**src/rtl/instr_sequencer.sv**
```systemverilog
// Multi-cycle fetch/decode/execute controller for the 32x16 GPR ALU datapath.
// It fetches over a req/ack port, strobes ALU execution, captures flags, and resolves jumps, NOP and HALT.
module instr_sequencer #(
  parameter int ADDR_W = 8,
  parameter int CNT_W  = 16
) (
  input  logic              clk,
  input  logic              rst_n,
  input  logic              start,
  output logic              imem_req,
  output logic [ADDR_W-1:0] imem_addr,
  input  logic              imem_ack,
  input  logic [31:0]       imem_rdata,
  output logic [31:0]       ir_out,
  output logic              exec_en,
  input  logic              sign_in,
  input  logic              zero_in,
  input  logic              carry_in,
  input  logic              overflow_in,
  output logic [3:0]        flags_q,
  output logic [ADDR_W-1:0] pc_out,
  output logic              busy,
  output logic              halted,
  output logic              illegal_op,
  output logic [CNT_W-1:0]  instr_cnt
);

  localparam logic [4:0] OP_JMP  = 5'd12;
  localparam logic [4:0] OP_JC   = 5'd13;
  localparam logic [4:0] OP_JNC  = 5'd14;
  localparam logic [4:0] OP_JS   = 5'd15;
  localparam logic [4:0] OP_JNS  = 5'd16;
  localparam logic [4:0] OP_JZ   = 5'd17;
  localparam logic [4:0] OP_JNZ  = 5'd18;
  localparam logic [4:0] OP_JV   = 5'd19;
  localparam logic [4:0] OP_JNV  = 5'd20;
  localparam logic [4:0] OP_HALT = 5'd22;

  typedef enum logic [2:0] {
    S_IDLE,
    S_FETCH,
    S_DECODE,
    S_EXEC,
    S_CAPTURE,
    S_HALT
  } state_t;

  state_t            state;
  logic [31:0]       ir;
  logic [ADDR_W-1:0] pc;
  logic              take_branch;
  logic [4:0]        op;
  logic              is_alu;
  logic              is_undef;
  logic              cond_met;

  assign op       = ir[31:27];
  assign is_alu   = (op < OP_JMP);
  assign is_undef = (op > OP_HALT);

  // flags_q holds {sign, zero, carry, overflow} from the most recent ALU op
  always_comb begin
    cond_met = 1'b0;
    case (op)
      OP_JMP:  cond_met = 1'b1;
      OP_JC:   cond_met = flags_q[1];
      OP_JNC:  cond_met = ~flags_q[1];
      OP_JS:   cond_met = flags_q[3];
      OP_JNS:  cond_met = ~flags_q[3];
      OP_JZ:   cond_met = flags_q[2];
      OP_JNZ:  cond_met = ~flags_q[2];
      OP_JV:   cond_met = flags_q[0];
      OP_JNV:  cond_met = ~flags_q[0];
      default: cond_met = 1'b0;
    endcase
  end

  always_ff @(posedge clk or negedge rst_n) begin
    if (!rst_n) begin
      state       <= S_IDLE;
      ir          <= '0;
      pc          <= '0;
      flags_q     <= '0;
      instr_cnt   <= '0;
      take_branch <= 1'b0;
      imem_req    <= 1'b0;
      exec_en     <= 1'b0;
      busy        <= 1'b0;
      halted      <= 1'b0;
      illegal_op  <= 1'b0;
    end else begin
      exec_en    <= 1'b0;
      illegal_op <= 1'b0;
      case (state)
        S_IDLE: begin
          if (start) begin
            pc       <= '0;
            imem_req <= 1'b1;
            busy     <= 1'b1;
            state    <= S_FETCH;
          end
        end
        S_FETCH: begin
          if (imem_ack) begin
            ir       <= imem_rdata;
            imem_req <= 1'b0;
            state    <= S_DECODE;
          end
        end
        S_DECODE: begin
          if (op == OP_HALT) begin
            instr_cnt <= instr_cnt + CNT_W'(1);
            busy      <= 1'b0;
            halted    <= 1'b1;
            state     <= S_HALT;
          end else begin
            exec_en    <= is_alu;
            illegal_op <= is_undef;
            state      <= S_EXEC;
          end
        end
        S_EXEC: begin
          take_branch <= cond_met;
          state       <= S_CAPTURE;
        end
        S_CAPTURE: begin
          if (is_alu)
            flags_q <= {sign_in, zero_in, carry_in, overflow_in};
          pc          <= take_branch ? ir[ADDR_W-1:0] : pc + ADDR_W'(1);
          instr_cnt   <= instr_cnt + CNT_W'(1);
          take_branch <= 1'b0;
          imem_req    <= 1'b1;
          state       <= S_FETCH;
        end
        S_HALT: begin
          if (start) begin
            pc       <= '0;
            imem_req <= 1'b1;
            busy     <= 1'b1;
            halted   <= 1'b0;
            state    <= S_FETCH;
          end
        end
        default: state <= S_IDLE;
      endcase
    end
  end

  assign imem_addr = pc;
  assign pc_out    = pc;
  assign ir_out    = ir;

endmodule

```
**config.mk**
```make
export PLATFORM = sky130hd
export DESIGN_NAME = instr_sequencer
export DESIGN_NICKNAME = d
export VERILOG_FILES = /design/src/rtl/instr_sequencer.sv
export SDC_FILE = /design/constraint.sdc
export NUM_CORES = 1
export LEC_CHECK = 0
export BUFFER_PORTS_ARGS = -buffer_cell sky130_fd_sc_hd__buf_2
export CELL_PAD_IN_SITES_DETAIL_PLACEMENT = 1
export CELL_PAD_IN_SITES_GLOBAL_PLACEMENT = 1
export CORE_UTILIZATION = 42
export CTS_CLUSTER_DIAMETER = 50
export CTS_CLUSTER_SIZE = 12
export DETAILED_ROUTE_END_ITERATION = 6
export PLACE_DENSITY = 0.92
export REMOVE_ABC_BUFFERS = 1
export SLEW_MARGIN = 20
export SYNTH_ARGS = -nofsm -noshare
export SYNTH_HDL_FRONTEND = slang
export SYNTH_SLANG_ARGS = --single-unit
```
**constraint.sdc**
```tcl
create_clock -name clk -period 4.2 [get_ports clk]
set_input_delay 0.42 -clock clk [delete_from_list [all_inputs] [get_ports clk]]
set_output_delay 0.42 -clock clk [all_outputs]
set_load 0.005 [all_outputs]
```
### Word-level counts from Yosys, hierarchy flattened

Index checks and enable logic that the tools add are counted.

* output and inout port bits: 73
* input port bits: 40
* word-level logic and storage cells: 77
* register bits: 69

* reductions and logical operators: 16
* equal/unequal tests: 19
* mux-type cells: 23
* bitwise operators: 4
* $add $sub $neg: 2
* order comparisons: 2

Operators by type and width (count)
* $pmux 16 s2: 1
* $eq 5x5->1 const B: 6
* $eq 5x4->1 const B: 4
* $add 16x1->16 const B: 1
* $mux 16: 1
* $mux 8: 2
* $pmux 8 s2: 1
* $pmux 3 s5: 1
* $reduce_and 2->1: 5
* $reduce_bool 2->1: 5
* $mux 1: 9
* $mux 3: 3
* $pmux 1 s9: 1
* $reduce_and 3->1: 3
* $add 8x1->8 const B: 1
* $eq 3x2->1 const B: 2
* $eq 3x3->1 const B: 2
* $ne 2x2->1 const B: 3
* $pmux 1 s2: 3
* $gt 5x5->1 const B: 1
* $lt 5x4->1 const B: 1
* $not 1->1: 4
* $eq 3x1->1 const B: 1
* $logic_not 3->1: 1
* other kinds (4): 4

### Depth between registers and ports, before layout

Gate-level depths: netlist of the first run.

* depth in word-level cells: 4
* gate-level depth with buffers: 7
* gate-level depth less buffers: 5

### Least setup slack after synthesis of the first run

OpenSTA, ideal clock, no wires.

* path type: register -> register
* from: reg state[1]
* to: reg ir[0] (netlist: ir_out[0])
* stages on the path, launching flop included: 7
* period minus slack after synthesis: 1.610 ns
* setup time: 0.127 ns
* arrival time: 1.483 ns
* required time: 4.073 ns
* path buffers: 3
* path slack: 2.590 ns
* path through: dfrtp_1 > buf_4 > nor2b_1 > and3_1 > buf_2 > buf_6 > mux2_1

* longest elaborated chain between the ends: 2

RTL lines
* from (decl): line 48 `state_t state;`
* from (signal assigned): line 80 `state <= S_IDLE;`
* from (signal assigned): line 100 `state <= S_FETCH;`
* from (signal assigned): line 107 `state <= S_DECODE;`
* $eq 3x1->1: line 94 `case (state)`
* $reduce_and 2->1 (no line)
* to (signal assigned): line 105 `ir <= imem_rdata;`
* to (decl): line 49 `logic [31:0] ir;`

No other way between the ends.
A chain may end at the register's enable or synchronous reset.

### Worst setup path after layout of the first run

* from: reg state[1]
* to: reg ir[19] (netlist: ir_out[19])

Same word-level chain as after synthesis.

==> flow_summary.yaml, run 1 <==
layout:
  nFillCells: 836
  final_area_um2: 4010
  final_util_pct: 54.2
  area_growth_pct: 22.2
  n_antenna_cell: 0
  nets: 415
  drive_above_1_share_pct: 39.7
  final_cells: 477
cts:
  clock_latency_ns: 0.35
  cts_tree: "built"
  post_cts_buffers: 0
  cts_buffers: 9
  clockBufferDepth: 2
  htree_num_levels: 3
  clock-sinks: 69
  clkTransAtPathRegs_ns: 0.08
  cts_hold_buf: 0
  ctsRootBufferMaster: "clkbuf_8"
  cts_resized: 0
routing:
  antenna_left: 0
  viasPerCell: 5.41
  dr.pass1.iters: 4
  first_iter_violations: 150
  wl_per_cell_um: 17.4
  num_vias: 2579
  drt_wl_total_mm: 8.31
  drc: 0
synthesis:
  yosysTopAreaCell: "dfrtp_1"
  synth_seq_cells: 69
  synth_cells: 270
  syn_avg_cell_area_um2: 12.2
  yosys-top-cells-area: "dfrtp_1 53%, mux2_1 9.6%, mux2_2 3.1%"
  synth_commonest_cells: "69 x dfrtp_1, 28 x mux2_1, 14 x nand2_1"
  synth-async-reset-ratio_pct: 100
  ys_seq_area_share_pct: 52.6
  synth.most_common_cell: "dfrtp_1"
  synth_edf_count: 0
  ys.warnings.count: 0
  synth_top_area_share_pct: 52.6
  synth_ff_type: "dfrtp_1"
  syn-cell-area_um2: 3280
  synth_cell_types: 57
timing:
  fin_crit_ns: 2.26
  skew_ns: 0.00937
  setup_tns_ns: 0
  report.final.slew_viol_count: 0
  slew_headroom_pct: 45.7
  rsz0062_at_grt: "false"
  setup_viol: 0
  max_freq_mhz: 443
  post-route-period-util_pct: 53.7
  holdWs_ns: 0.0639
  worst-slew-pin-transition_ns: 0.814
  hold_violations: 0
worst_setup_path:
  r2r-start: "state[1]"
  arrival_ns: 2.49
  reg2reg_to: "ir_out[19]"
  crit_chain: "nor2b_1 -> and3_2 -> mux2_2"
  cpPeakStageDelay_ns: 0.78
  worstPathRequired_ns: 4.43
  cp-start-kind: "flop"
  rrSetupSlack_ns: 1.94
  critPathCaptureType: "flop"
  critPathKind: "flop to flop"
  crit_slowest_cell: "and3_2"
  critPathMaxFanout: 34
  r2r.worst_path.cells: 3
floorplanning:
  core_um2: 7410
  rows: 31
  die_x_um: 90.4
  dieArea_um2: 8170
  die_y_um: 90.4
  ios: 113
  initial_utilization_pct: 44.3
global_routing:
  grt_pass1_wl_mm: 13.8
  grt-ovfl-total: 0
  grt_max_degree: 47
  grt_use_total_pct: 21.7
  antenna_found_initial: 0
  grt_pass1_vias: 2776
run_status:
  outcome: "finished clean"
power:
  p_leak_nw: 1.98
  ir_drop_mv: 0.331
  powerDensity_nw_per_um2: 644
place:
  place_area_um2: 3820
  io_buffers: 112
  hpwl_mm: 6.08
  gp_congestion: 0.816
  dp_cells: 461
worst_hold_path:
  hp-class: "input pin to asynchronous set/reset pin"
flow_run:
  maxCapViolations: 0
metrics by stage:
step / power, mW / setup WS [ns]
floorplan: 1.62 / 1.99
global placement: 2.00 / 2.07
detailed placement: 2.06 / 1.97
CTS: 2.61 / 1.94
global route: 2.76 / 1.80
finish: 2.58 / 1.94
worst max-delay path: cells and delay by family, from the launching register on:
kind,cells,cell delay [ns]
muxes,1,0.41
and+or+nand+nor,2,1.11
DFF,1,0.60
power by group:
part / leakage (nW) / switching, mW / internal, mW / total [mW]
Clock: 0.0964 / 0.255 / 0.289 / 0.544
Sequential: 0.864 / 0.279 / 0.909 / 1.19
Combinational: 1.02 / 0.392 / 0.458 / 0.850
final cells by class:
class	instances	area, µm²	share of cell area, %
clock inverters	4	47.5	1.18
inverters	8	30.0	0.748
flip-flops and latches	69	1730	43.0
multi-input cells	172	1370	34.1
well taps	99	124	3.09
repair buffers	113	571	14.2
clock buffers	12	145	3.62
flip-flops by register name (all words and copies together) (netlist names):
signal / flops
state: 3
imem_addr: 8
ir_out: 32
imem_req: 1
exec_en: 1
busy: 1
take_branch: 1
halted: 1
flags_q: 4
instr_cnt: 16
illegal_op: 1
kinds of logic (layout without fill, tap and decap cells):
kind of cell | after synthesis | after routing | synth area share [%]
muxes | 39 | 39 | 13.3
and+or+nand+nor | 74 | 74 | 14.5
adders and majority gates | 3 | 3 | 1.11
xor gates and xnor gates | 16 | 16 | 4.27
DFF | 69 | 69 | 52.6
buffers and inverters | 29 | 137 | 5.75
AOI/OAI and AO/OA | 40 | 40 | 8.46
how the worst max path moves through the flow:
stage                         from    endpoint  cells past startpoint
after floorplan           state[0]  ir_out[17]                      3
after global placement    state[1]  ir_out[20]                      3
after detailed placement  state[1]  ir_out[19]                      3
after CTS                 state[1]  ir_out[19]                      3
after global routing      state[1]  ir_out[19]                      3
final                     state[1]  ir_out[19]                      3
layout by cell type (no fill, tap or decap), types with 2 or more instances in the layout:
cell type  netlist  final
clkinv_2         0      2
a22oi_1          3      3
and3_1           6      5
mux2_2           9      9
dfrtp_1         69     69
xor2_1          10     10
nand2_1         14     14
mux2i_1          2      2
nor3_1           4      4
clkbuf_1         2      2
nand3_1          9      9
o21ai_1          5      5
nor3_2           4      4
buf_4           10      2
o31ai_1          5      5
clkbuf_8         0     10
a31oi_1          2      2
a21oi_1          8      8
nor4_1           5      5
o21ai_0          5      5
inv_1            6      6
nand2b_1         2      2
nor4b_1          2      2
xnor2_1          6      6
nor4_4           2      2
buf_2            4    111
nor2_1           9      9
nor2b_1          4      4
ha_1             2      2
mux2_1          28     28
per-layer routing:
metal	share of wire, %	global-route usage, %
met5	0	0
met1	40	25.9
met4	2.5	11.0
met3	7.3	6.23
met2	50	35.9
Power figures use the tool's default switching activity.
==> run 2, diff against run 1 <==
--- a/config.mk
+++ b/config.mk
@@ -8,11 +8,11 @@
 export BUFFER_PORTS_ARGS = -buffer_cell sky130_fd_sc_hd__buf_2
 export CELL_PAD_IN_SITES_DETAIL_PLACEMENT = 1
 export CELL_PAD_IN_SITES_GLOBAL_PLACEMENT = 1
-export CORE_UTILIZATION = 42
+export CORE_UTILIZATION = 39
 export CTS_CLUSTER_DIAMETER = 50
 export CTS_CLUSTER_SIZE = 12
 export DETAILED_ROUTE_END_ITERATION = 6
-export PLACE_DENSITY = 0.92
+export PLACE_DENSITY = 0.86
 export REMOVE_ABC_BUFFERS = 1
 export SLEW_MARGIN = 20
 export SYNTH_ARGS = -nofsm -noshare
==> constraint.sdc (replaced) <==
create_clock -name clk -period 2.3 [get_ports clk]
set_input_delay 0.23 -clock clk [delete_from_list [all_inputs] [get_ports clk]]
set_output_delay 0.23 -clock clk [all_outputs]
set_load 0.005 [all_outputs]
==> run 2 against run 1 <==
  * Design area is 0.78% higher
  * Non-clock buffer count grew 6
  * Global-route usage down 2.5 points
==> flow_summary.yaml, run 2 (same netlist as run 1, synthesis figures left out) <==
routing:
  dr.pass1.iters: 4
  first_iter_violations: 76
  antenna_left: 0
  num_vias: 2514
  wl_per_cell_um: 16.1
  drc: 0
  drt_wl_total_mm: 7.85
  viasPerCell: 5.15
timing:
  worst-slew-pin-transition_ns: 0.626
  fin_crit_ns: 1.92
  rsz0062_at_grt: "false"
  setup_viol: 0
  setup_tns_ns: 0
  report.final.slew_viol_count: 0
  post-route-period-util_pct: 83.3
  max_freq_mhz: 522
  hold_violations: 0
  slew_headroom_pct: 58.3
  skew_ns: 0.0124
  timing.final.ws_setup_ns: 0.385
global_routing:
  grt_pass1_wl_mm: 12.9
  antenna_found_initial: 0
  grt_use_total_pct: 19.2
  grt_max_degree: 29
  grt_pass1_vias: 2584
  grt-ovfl-total: 0
worst_setup_path:
  rrSetupSlack_ns: 0.38
  critPathCaptureType: "flop"
  critPathMaxFanout: 16
  critPathKind: "flop to flop"
  arrival_ns: 2.17
  worstPathRequired_ns: 2.55
  cp-start-kind: "flop"
cts:
  clockBufferDepth: 2
  htree_num_levels: 3
  clkTransAtPathRegs_ns: 0.08
  ctsRootBufferMaster: "clkbuf_8"
  cts_tree: "built"
  cts_resized: 0
  cts_buffers: 9
  clock-sinks: 69
  clock_latency_ns: 0.34
  post_cts_buffers: 0
power:
  p_leak_nw: 1.99
  powerDensity_nw_per_um2: 1150
  ir_drop_mv: 0.554
layout:
  final_common_cell: "buf_2"
  final_cell_mix: "112 x buf_2, 69 x dfrtp_1, 28 x mux2_1, 14 x nand2_1"
  nFillCells: 936
  n_antenna_cell: 0
  largest_register_ff_count: 32
  final_util_pct: 49.5
  drive_above_1_share_pct: 39.9
  area_growth_pct: 23.2
  nets: 421
run_status:
  outcome: "finished clean"
worst_hold_path:
  hp-class: "input pin to flop"
place:
  gp_congestion: 0.770
  pre_cts_slack_ns: 0.384
  io_buffers: 112
  hpwl_mm: 5.94
floorplanning:
  ios: 113
  dieArea_um2: 8790
  die_y_um: 93.8
  core_um2: 8180
  initial_utilization_pct: 40.2
  rows: 33
  die_x_um: 93.8
flow_run:
  maxCapViolations: 0
[run 2: changes by cell type in the layout (fill, tap and decap cells not counted), sizes merged]
cell         delta
buf             +5
bufinv          -1
clkbuf          +1
clkinvlp        -1
dlygate4sd3     +1
[run 2: routing by layer]
layer  up-vias  global-route usage, %  share of wire [%]
met3         6                   6.72                6.4
met2        81                   32.2                 51
met1      1247                   23.4                 42
met5         -                      0                  0
met4         0                   5.26                1.1
li1       1180                      -                  -
[run 2: area by class of cell]
class,instances,area [µm²],share of cell area [%]
inverters,8,30.0,0.743
clock inverters,2,10.0,0.248
well taps,105,131,3.25
flip-flops and latches,69,1730,42.7
repair buffers,119,628,15.5
clock buffers,13,149,3.68
multi-input cells,172,1370,33.8
[run 2: worst max-delay path, stage by stage, from the launching register on]
cell,delay [ns]
dfrtp_1,0.48
buf_4,0.21
nor3b_4,0.33
a31oi_4,0.18
nor4_1,0.42
xor2_1,0.19
[run 2: metrics by stage]
| step | hold slack (ns) | instances | cell area, µm² | power [mW] |
|---|---|---|---|---|
| 3_5_place_dp | 0.169 | 472 | 3870 | 3.83 |
| 3_3_place_gp | 0.164 | 472 | 3870 | 3.72 |
| 5_1_grt | 0.0813 | 488 | 4040 | 4.98 |
| 6_report | 0.0895 | 488 | 4040 | 4.63 |
| 4_1_cts | 0.0766 | 488 | 4040 | 4.70 |
| 2_1_floorplan | -0.0656 | 249 | 3120 | 2.95 |
[run 2: where the power goes]
| part | switching [mW] | internal [mW] | total, mW | leakage (nW) |
|---|---|---|---|---|
| Combinational | 0.789 | 0.888 | 1.68 | 1.05 |
| Sequential | 0.438 | 1.66 | 2.10 | 0.864 |
| Clock | 0.440 | 0.413 | 0.854 | 0.0833 |
[run 2: final timing paths]
path	startpoint	to	cells after the start
max reg2reg	state[1]	instr_cnt[13]	5
min reg2reg	instr_cnt[15]	instr_cnt[15]	1
min	imem_rdata[31]	ir_out[31]	3
max in group asynchronous	rst_n	flags_q[2]	3
max	state[1]	instr_cnt[13]	5
min in group asynchronous	rst_n	halted	2
[run 2: timing repair]
item                       4_1_cts  5_1_grt
hold endpoints to repair        14        0
setup endpoints to repair        0        0
hold buffers                     1        0
